`config.mk`:
```
export PLATFORM = sky130hd
export DESIGN_NAME = mem_access_unit
export DESIGN_NICKNAME = d
export VERILOG_FILES = /design/src/rtl/mem_access_unit_pkg.sv /design/src/rtl/mem_access_unit_load_extend.sv /design/src/rtl/mem_access_unit.sv
export SDC_FILE = /design/constraint.sdc
export NUM_CORES = 1
export LEC_CHECK = 0
export CORE_MARGIN = 3
export CORE_UTILIZATION = 43
export CTS_BUF_LIST = sky130_fd_sc_hd__clkbuf_16
export DETAILED_ROUTE_END_ITERATION = 8
export GPL_ROUTABILITY_DRIVEN = 0
export PLACE_DENSITY = 0.8
export SLEW_MARGIN = 20
export SYNTH_ARGS = -nofsm -noshare
export SYNTH_HDL_FRONTEND = slang
export SYNTH_SLANG_ARGS = --single-unit
```
`constraint.sdc`:
```
create_clock -name clk -period 4 [get_ports clk]
set_input_delay 0.8 -clock clk [delete_from_list [all_inputs] [get_ports clk]]
set_output_delay 0.8 -clock clk [all_outputs]
set_load 0.05 [all_outputs]
```
`src/rtl/mem_access_unit_pkg.sv`:
```
// Shared encodings for the memory-stage load/store unit: funct3 sizes, FSM states,
// and the size decode used by the top level and the load extender.
package mem_access_unit_pkg;

    localparam logic [2:0] F3_LB  = 3'd0;
    localparam logic [2:0] F3_LH  = 3'd1;
    localparam logic [2:0] F3_LW  = 3'd2;
    localparam logic [2:0] F3_LBU = 3'd4;
    localparam logic [2:0] F3_LHU = 3'd5;

    typedef enum logic [1:0] {
        ST_IDLE = 2'd0,
        ST_REQ  = 2'd1,
        ST_RESP = 2'd2,
        ST_DONE = 2'd3
    } state_e;

    typedef enum logic [1:0] {
        SZ_B = 2'd0,
        SZ_H = 2'd1,
        SZ_W = 2'd2
    } size_e;

    // Unassigned encodings (3, 6, 7) fall through to a full word.
    function automatic size_e f3_size(input logic [2:0] f3);
        case (f3)
            F3_LB, F3_LBU: f3_size = SZ_B;
            F3_LH, F3_LHU: f3_size = SZ_H;
            default:       f3_size = SZ_W;
        endcase
    endfunction

endpackage

```
`src/rtl/mem_access_unit_load_extend.sv`:
```
// Load lane select and sign/zero extension; funct3[2] set means unsigned.
module load_extend
    import mem_access_unit_pkg::*;
#(
    parameter int DATA_WIDTH = 32
) (
    input  logic [DATA_WIDTH-1:0] rdata,
    input  logic [1:0]            addr_lo,
    input  logic [2:0]            funct3,
    output logic [DATA_WIDTH-1:0] data_out
);

    logic [7:0]  byte_lane;
    logic [15:0] half_lane;
    logic        sext;

    always_comb begin
        byte_lane = rdata[{addr_lo, 3'b000} +: 8];
        half_lane = addr_lo[1] ? rdata[16 +: 16] : rdata[0 +: 16];
        sext      = ~funct3[2];
        case (f3_size(funct3))
            SZ_B:    data_out = {{(DATA_WIDTH-8){byte_lane[7] & sext}}, byte_lane};
            SZ_H:    data_out = {{(DATA_WIDTH-16){half_lane[15] & sext}}, half_lane};
            default: data_out = rdata;
        endcase
    end

endmodule

```
`src/rtl/mem_access_unit.sv`:
```
// MEM-stage load/store unit: turns EX/MEM memory control into a valid/ready bus
// access and stalls the pipeline until it completes. Optional MEM_MISALIGN_CHECK_EN.
module mem_access_unit
    import mem_access_unit_pkg::*;
#(
    parameter int DATA_WIDTH = 32,
    parameter int ADDR_WIDTH = 32
) (
    input  logic                  clk,
    input  logic                  rst,
    input  logic                  MemRead_in,
    input  logic                  MemWrite_in,
    input  logic [2:0]            funct3_in,
    input  logic [ADDR_WIDTH-1:0] addr_in,
    input  logic [DATA_WIDTH-1:0] store_data_in,
    output logic                  stall_out,
    output logic [DATA_WIDTH-1:0] load_data_out,
    output logic                  misalign_out,
    output logic                  dmem_req_valid,
    input  logic                  dmem_req_ready,
    output logic                  dmem_we,
    output logic [ADDR_WIDTH-1:0] dmem_addr,
    output logic [DATA_WIDTH-1:0] dmem_wdata,
    output logic [3:0]            dmem_wstrb,
    input  logic                  dmem_rsp_valid,
    input  logic [DATA_WIDTH-1:0] dmem_rdata
);

    state_e                state_q, state_d;
    logic                  we_q, we_d;
    logic [2:0]            f3_q, f3_d;
    logic [ADDR_WIDTH-1:0] addr_q, addr_d;
    logic [DATA_WIDTH-1:0] sdata_q, sdata_d;
    logic [DATA_WIDTH-1:0] load_q, load_d;
    logic [DATA_WIDTH-1:0] ext_data;
    logic                  req_in;
    logic                  stall;

`ifdef MEM_MISALIGN_CHECK_EN
    logic  mis_q, mis_d;
    logic  in_mis;
    size_e in_size;

    always_comb begin
        in_size = f3_size(funct3_in);
        in_mis  = ((in_size == SZ_H) && addr_in[0]) ||
                  ((in_size == SZ_W) && (addr_in[1:0] != 2'b00));
    end
`endif

    assign req_in = MemRead_in | MemWrite_in;

    load_extend #(.DATA_WIDTH(DATA_WIDTH)) u_load_extend (
        .rdata    (dmem_rdata),
        .addr_lo  (addr_q[1:0]),
        .funct3   (f3_q),
        .data_out (ext_data)
    );

    always_comb begin
        state_d        = state_q;
        we_d           = we_q;
        f3_d           = f3_q;
        addr_d         = addr_q;
        sdata_d        = sdata_q;
        load_d         = load_q;
        stall          = 1'b0;
        dmem_req_valid = 1'b0;
`ifdef MEM_MISALIGN_CHECK_EN
        mis_d          = 1'b0;
`endif
        case (state_q)
            ST_IDLE: begin
                if (req_in) begin
                    stall   = 1'b1;
                    we_d    = MemWrite_in;
                    f3_d    = funct3_in;
                    addr_d  = addr_in;
                    sdata_d = store_data_in;
`ifdef MEM_MISALIGN_CHECK_EN
                    if (in_mis) begin
                        state_d = ST_DONE;
                        mis_d   = 1'b1;
                        if (!MemWrite_in)
                            load_d = '0;
                    end else begin
                        state_d = ST_REQ;
                    end
`else
                    state_d = ST_REQ;
`endif
                end
            end
            ST_REQ: begin
                stall          = 1'b1;
                dmem_req_valid = 1'b1;
                if (dmem_req_ready)
                    state_d = we_q ? ST_DONE : ST_RESP;
            end
            ST_RESP: begin
                stall = 1'b1;
                if (dmem_rsp_valid) begin
                    load_d  = ext_data;
                    state_d = ST_DONE;
                end
            end
            default: state_d = ST_IDLE;
        endcase
    end

    // Low address bits are never cleared in the latch: the bus address drops
    // [1:0] and lane/strobe logic only looks at the bits that matter per size.
    always_comb begin
        dmem_addr = {addr_q[ADDR_WIDTH-1:2], 2'b00};
        case (f3_size(f3_q))
            SZ_B: begin
                dmem_wstrb = 4'b0001 << addr_q[1:0];
                dmem_wdata = {(DATA_WIDTH/8){sdata_q[7:0]}};
            end
            SZ_H: begin
                dmem_wstrb = 4'b0011 << {addr_q[1], 1'b0};
                dmem_wdata = {(DATA_WIDTH/16){sdata_q[15:0]}};
            end
            default: begin
                dmem_wstrb = 4'b1111;
                dmem_wdata = sdata_q;
            end
        endcase
        if (!we_q)
            dmem_wstrb = 4'b0000;
    end

    always_ff @(posedge clk or posedge rst) begin
        if (rst) begin
            state_q <= ST_IDLE;
            we_q    <= 1'b0;
            f3_q    <= 3'd0;
            addr_q  <= '0;
            sdata_q <= '0;
            load_q  <= '0;
        end else begin
            state_q <= state_d;
            we_q    <= we_d;
            f3_q    <= f3_d;
            addr_q  <= addr_d;
            sdata_q <= sdata_d;
            load_q  <= load_d;
        end
    end

`ifdef MEM_MISALIGN_CHECK_EN
    always_ff @(posedge clk or posedge rst) begin
        if (rst) mis_q <= 1'b0;
        else     mis_q <= mis_d;
    end
    assign misalign_out = mis_q;
`else
    assign misalign_out = 1'b0;
`endif

    // Reset forces stall low even while EX/MEM still presents a request.
    assign stall_out     = stall & ~rst;
    assign dmem_we       = we_q;
    assign load_data_out = load_q;

endmodule

```
# ---- Yosys cells after proc, flatten, opt, wreduce, memory -nomap -nowiden
# Cells that the tools add are included.
dict set report word_totals {
  ff_bits 102
  in_bits 105
}
dict set report op_classes {
  n_reduce_logical 9
  shifts 3
  bitwise_logic 6
  n_mux 14
  n_eq_ne 9
}
# cell count
set ops {}
lappend ops {{$pmux 32 s2} 2}
lappend ops {{$shiftx 32x6->8} 1}
lappend ops {{$mux 16} 1}
lappend ops {{$pmux 4 s2} 1}
lappend ops {{$eq 3x3->1 const B} 2}
lappend ops {{$mux 2} 3}
lappend ops {{$ne 2x2->1 const B} 3}
lappend ops {{$pmux 2 s3} 1}
lappend ops {{$reduce_or 2->1} 3}
lappend ops {{$eq 2x1->1 const B} 2}
lappend ops {{$logic_not 2->1} 2}
lappend ops {{$mux 4} 1}
lappend ops {{$pmux 2 s2} 1}
lappend ops {{$reduce_and 2->1} 2}
lappend ops {{$shl 1x2->4 const A} 1}
lappend ops {{$shl 2x2->4 const A} 1}
lappend ops {{$and 1x1->1} 3}
lappend ops {{$eq 3x1->1 const B} 1}
lappend ops {{$logic_not 3->1} 1}
lappend ops {{$mux 1} 3}
lappend ops {{$reduce_and 3->1} 1}
lappend ops {{$eq 2x2->1 const B} 1}
lappend ops {{$not 1->1} 2}
lappend ops {{$pmux 1 s2} 1}
lappend ops {{$or 1x1->1} 1}

# ---- Depth between registers and ports, before layout
dict set report logic_depth {
  word_depth 6
  ltp_mapped 7
  depth_no_buf 6
}

# ---- Modules after synthesis
# From an unflattened synthesis, not the netlist that was laid out.
dict set report unflattened {
  hier_cells 460
  hier_area_um2 5330.1
}
# module n_inst cells_per_inst area_per_inst_um2 seq_area_each_um2
set by_module_without_submodules {}
lappend by_module_without_submodules {mem_access_unit 1 331 4600.7 2552.4}
lappend by_module_without_submodules {load_extend 1 129 729.4 0.0}

# ---- Least setup slack after synthesis
# Ideal clock, no wire load.
dict set report synth_timing {
  kind {input -> output}
  start {in MemWrite_in}
  end {out stall_out}
  n_path_buf 2
  t_required_ns 3.200
  cell_stages 4
  slack_ns 0.685
  arrival_ns 2.515
  path_cell_list {o21ai_1 -> buf_2 -> buf_2 -> a211oi_1}
}
dict set report synth_via {
  elab_chain_cells 4
}
# item line_no
set synth_rtl {}
lappend synth_rtl {{start: declaration} mem_access_unit.sv:12} ;# input logic MemWrite_in,
lappend synth_rtl {{$or 1x1->1} mem_access_unit.sv:51} ;# assign req_in = MemRead_in | MemWrite_in;
lappend synth_rtl {{$mux 1} mem_access_unit.sv:74} ;# if (req_in) begin
lappend synth_rtl {{$pmux 1 s2} mem_access_unit.sv:72} ;# case (state_q)
lappend synth_rtl {{$and 1x1->1} mem_access_unit.sv:162} ;# assign stall_out = stall & ~rst;
lappend synth_rtl {{end: declaration} mem_access_unit.sv:16} ;# output logic stall_out,
# No other way between the ends.

# ---- Worst setup path after layout
dict set report layout_timing {
  start {reg f3_q[0]}
  end {out dmem_wdata[13]}
}
dict set report layout_via {
  elab_chain_cells 5
}
# item line_no
set layout_rtl {}
lappend layout_rtl {{start: declaration} mem_access_unit.sv:31} ;# logic [2:0] f3_q, f3_d;
lappend layout_rtl {{start signal: assignment} mem_access_unit.sv:137} ;# f3_q <= 3'd0;
lappend layout_rtl {{start signal: assignment} mem_access_unit.sv:144} ;# f3_q <= f3_d;
lappend layout_rtl {{$eq 3x1->1, or another cell as far along} mem_access_unit_pkg.sv:26} ;# case (f3)
lappend layout_rtl {{$reduce_or 2->1} mem_access_unit_pkg.sv:26}
lappend layout_rtl {{$pmux 2 s2 *} mem_access_unit_pkg.sv:26}
lappend layout_rtl {{$eq 2x1->1 or $logic_not 2->1 (tied branches)} mem_access_unit.sv:115} ;# case (f3_size(f3_q))
lappend layout_rtl {{$pmux 32 s2 *} mem_access_unit.sv:115}
lappend layout_rtl {{end: declaration} mem_access_unit.sv:23} ;# output logic [DATA_WIDTH-1:0] dmem_wdata,
# Every way passes the cells marked *; elsewhere a longest branch is shown, timed or not.

==> impl_metrics.yaml <==
global_routing:
  grt_remaining_overflow: 0
  track_usage: 0.2104
  grt_pass1_vias: 4288
  grt_pass1_wl_um: 22090
  grt_max_degree: 69
  antenna_found_initial: 1
sta:
  finalCriticalPeriod_ns: 3.485
  rsz0062_at_grt: "no"
  worstMarginPinSlew_ns: 0.9384
  skew_ns: 0.007105
  hold_viol_final: 0
  fin_crit_sh: 0.8711
  fmax_mhz: 287.0
  slew_violations: 0
  slew_headroom: 0.3744
  final.setup.tns_ns: 0
  setup_viol_count_final: 0
finish:
  drive_gt1_frac: 0.1852
  area_growth_pct: 42.08
  fin_nets: 714
setup_path:
  critPathMaxFanout: 11
  r2r_end: "load_data_out[0]"
  r2r_start: "f3_q[1]"
  start_kind: "register"
  r2r_setup_slack_ns: 1.73
  worstRegToRegCells: 4
  endpoint_kind: "output pin"
  critical_path_class: "reg2out"
  crit_arrival_ns: 2.68
  critPathRequiredTime_ns: 3.20
die:
  die_y_um: 114.8
  dieWidth_um: 114.8
  io_pins: 209
  initial_core_util: 0.4420
  fp.coreArea_um2: 11520
  dieArea_um2: 13180
  rows: 39
yosys:
  ys_types: 40
  synth_cells: 453
  ys_warn_count: 0
  ys_async_sr_fraction: 1.000
  avgSynthCellArea_um2: 11.24
  syn_area_um2: 5090
  ys_seq_area_frac: 0.5015
  synth_ff_type: "dfrtp_1"
  ys_seq_elements: 102
  synth_edf_count: 0
placement:
  hpwlAfterDp_um: 10260
  port-buffer-count: 205
clock_network:
  clock-sinks: 102
  h-tree-depth: 3
  cts_setup_buffers: 0
  clkLatencyLatePin_ns: 0.34
  cts_tree: "yes"
  clk_pin_slew_ns: 0.07
  cts_resized: 0
  cts-root-buf: "clkbuf_16"
  cts_hold_buf: 0
  cts_buffers: 9
  cts_buffer_depth: 2
worst_hold_path:
  whs_path_depth: 2
  hold_path.class: "reg2reg"
  hp-start: "load_data_out[2]"
  whs_endpoint: "load_data_out[2]"
job:
  max_cap_viol_count: 0
routing:
  viasPerCell: 5.499
  vias: 4146
  wl_per_cell_um: 18.44
  firstDrtPassIters: 5
  first_iter_violations: 289
  drcViolationCount: 0
  wirelength_um: 13900
  drtAntennaViolNets: 0
outcome:
  run_status: "finished clean"
per-layer routing:
metal  GRT usage  vias up  wire length [um]
li1            -     1871                 -
met1      0.2626     2025              5361
met2      0.3558      219              6964
met3     0.05368       31              1249
met4     0.07433        0               328
met5           0        -                 0
how the worst max path moves through the flow:
stage | from | to | slack [ns] | depth (start not counted)
finish | f3_q[0] | dmem_wdata[13] | 0.52 | 3
global route | f3_q[1] | dmem_wstrb[0] | 0.36 | 5
CTS | f3_q[0] | dmem_wdata[13] | 0.49 | 3
detailed placement | MemWrite_in | stall_out | 0.66 | 4
global placement | MemWrite_in | stall_out | 0.70 | 4
floorplan | rst | addr_q[0] | 0.52 | 1
area by class of cell:
class                      instances  area, um^2
antenna                            1       2.502
multi-input combinational        273        2071
clock buffer                       9       225.2
fill                             944        4284
sequential                       102        2554
inverter                           8       32.53
tap                              143       178.9
timing repair buffer             211        2110
clock inverter                     7       58.81
sequential cells by signal, summed over array words and instances (netlist names):
name,cells
addr_q,32
dmem_we,1
f3_q,3
load_data_out,32
sdata_q,32
state_q,2
placed cells by master (no fill, tap or decap), types with 2 or more instances in the layout:
| master | n |
|---|---|
| clkbuf_16 | 9 |
| a31oi_1 | 10 |
| a21boi_0 | 2 |
| nor2b_1 | 3 |
| o22ai_1 | 6 |
| nand2b_1 | 2 |
| a32oi_1 | 6 |
| nand2_1 | 29 |
| nand3_1 | 25 |
| ha_1 | 4 |
| a221o_1 | 6 |
| a222oi_1 | 2 |
| a211oi_1 | 2 |
| nor2_1 | 23 |
| and2_1 | 2 |
| mux2_2 | 86 |
| o21ai_0 | 16 |
| nand3_2 | 3 |
| clkdlybuf4s50_1 | 205 |
| dfrtp_1 | 101 |
| buf_4 | 5 |
| conb_1 | 3 |
| clkinv_2 | 2 |
| mux2i_1 | 9 |
| nor4_1 | 6 |
| nor3_1 | 2 |
| inv_1 | 8 |
| a21oi_1 | 16 |
worst max-delay path, stage by stage (launching register included):
cell             delay, ns
dfrtp_1               0.57
nor2_1                0.65
mux2_2                0.41
clkdlybuf4s50_1       0.71
synthesized netlist by cell type, drive strengths merged, types with 3 or more instances:
cell | n | area [um^2]
mux2i | 9 | 90.09
o22ai | 6 | 37.54
inv | 8 | 30.03
dfrtp | 102 | 2552
nand3 | 28 | 155.2
nor4 | 6 | 37.54
a221o | 6 | 60.06
a31oi | 10 | 62.56
o21ai | 17 | 85.08
ha | 4 | 50.05
mux2 | 86 | 968.4
clkbuf | 15 | 56.30
buf | 57 | 399.1
a21oi | 16 | 80.08
nor2b | 3 | 18.77
nand2 | 29 | 108.9
nor2 | 23 | 86.33
a32oi | 6 | 52.55
kinds of logic after synthesis:
family          count (synthesis)  share of synthesized area
compound gates                 71                    0.09046
flops                         102                     0.5015
buf+inv                        80                    0.09538
fa+ha+maj                       4                   0.009833
other cells                     1                  0.0007368
simple gates                  100                    0.09415
mux                            95                     0.2080
metrics by stage:
stage	cells	setup slack, ns	hold slack [ns]	util	area, um^2
2_1_floorplan	455	0.5245	0.4737	-	5097
3_3_place_gp	737	0.7044	0.4723	0.6031	6945
3_5_place_dp	737	0.6632	0.4713	0.6031	6945
4_1_cts	753	0.4949	0.4867	0.6278	7229
5_1_grt	754	0.3628	0.5139	0.6280	7232
6_report	754	0.5154	0.4802	0.6280	7232
Power is left out: the tool's default activity adds up to more than one toggle a clock period on the data nets, which glitch-free logic cannot reach.
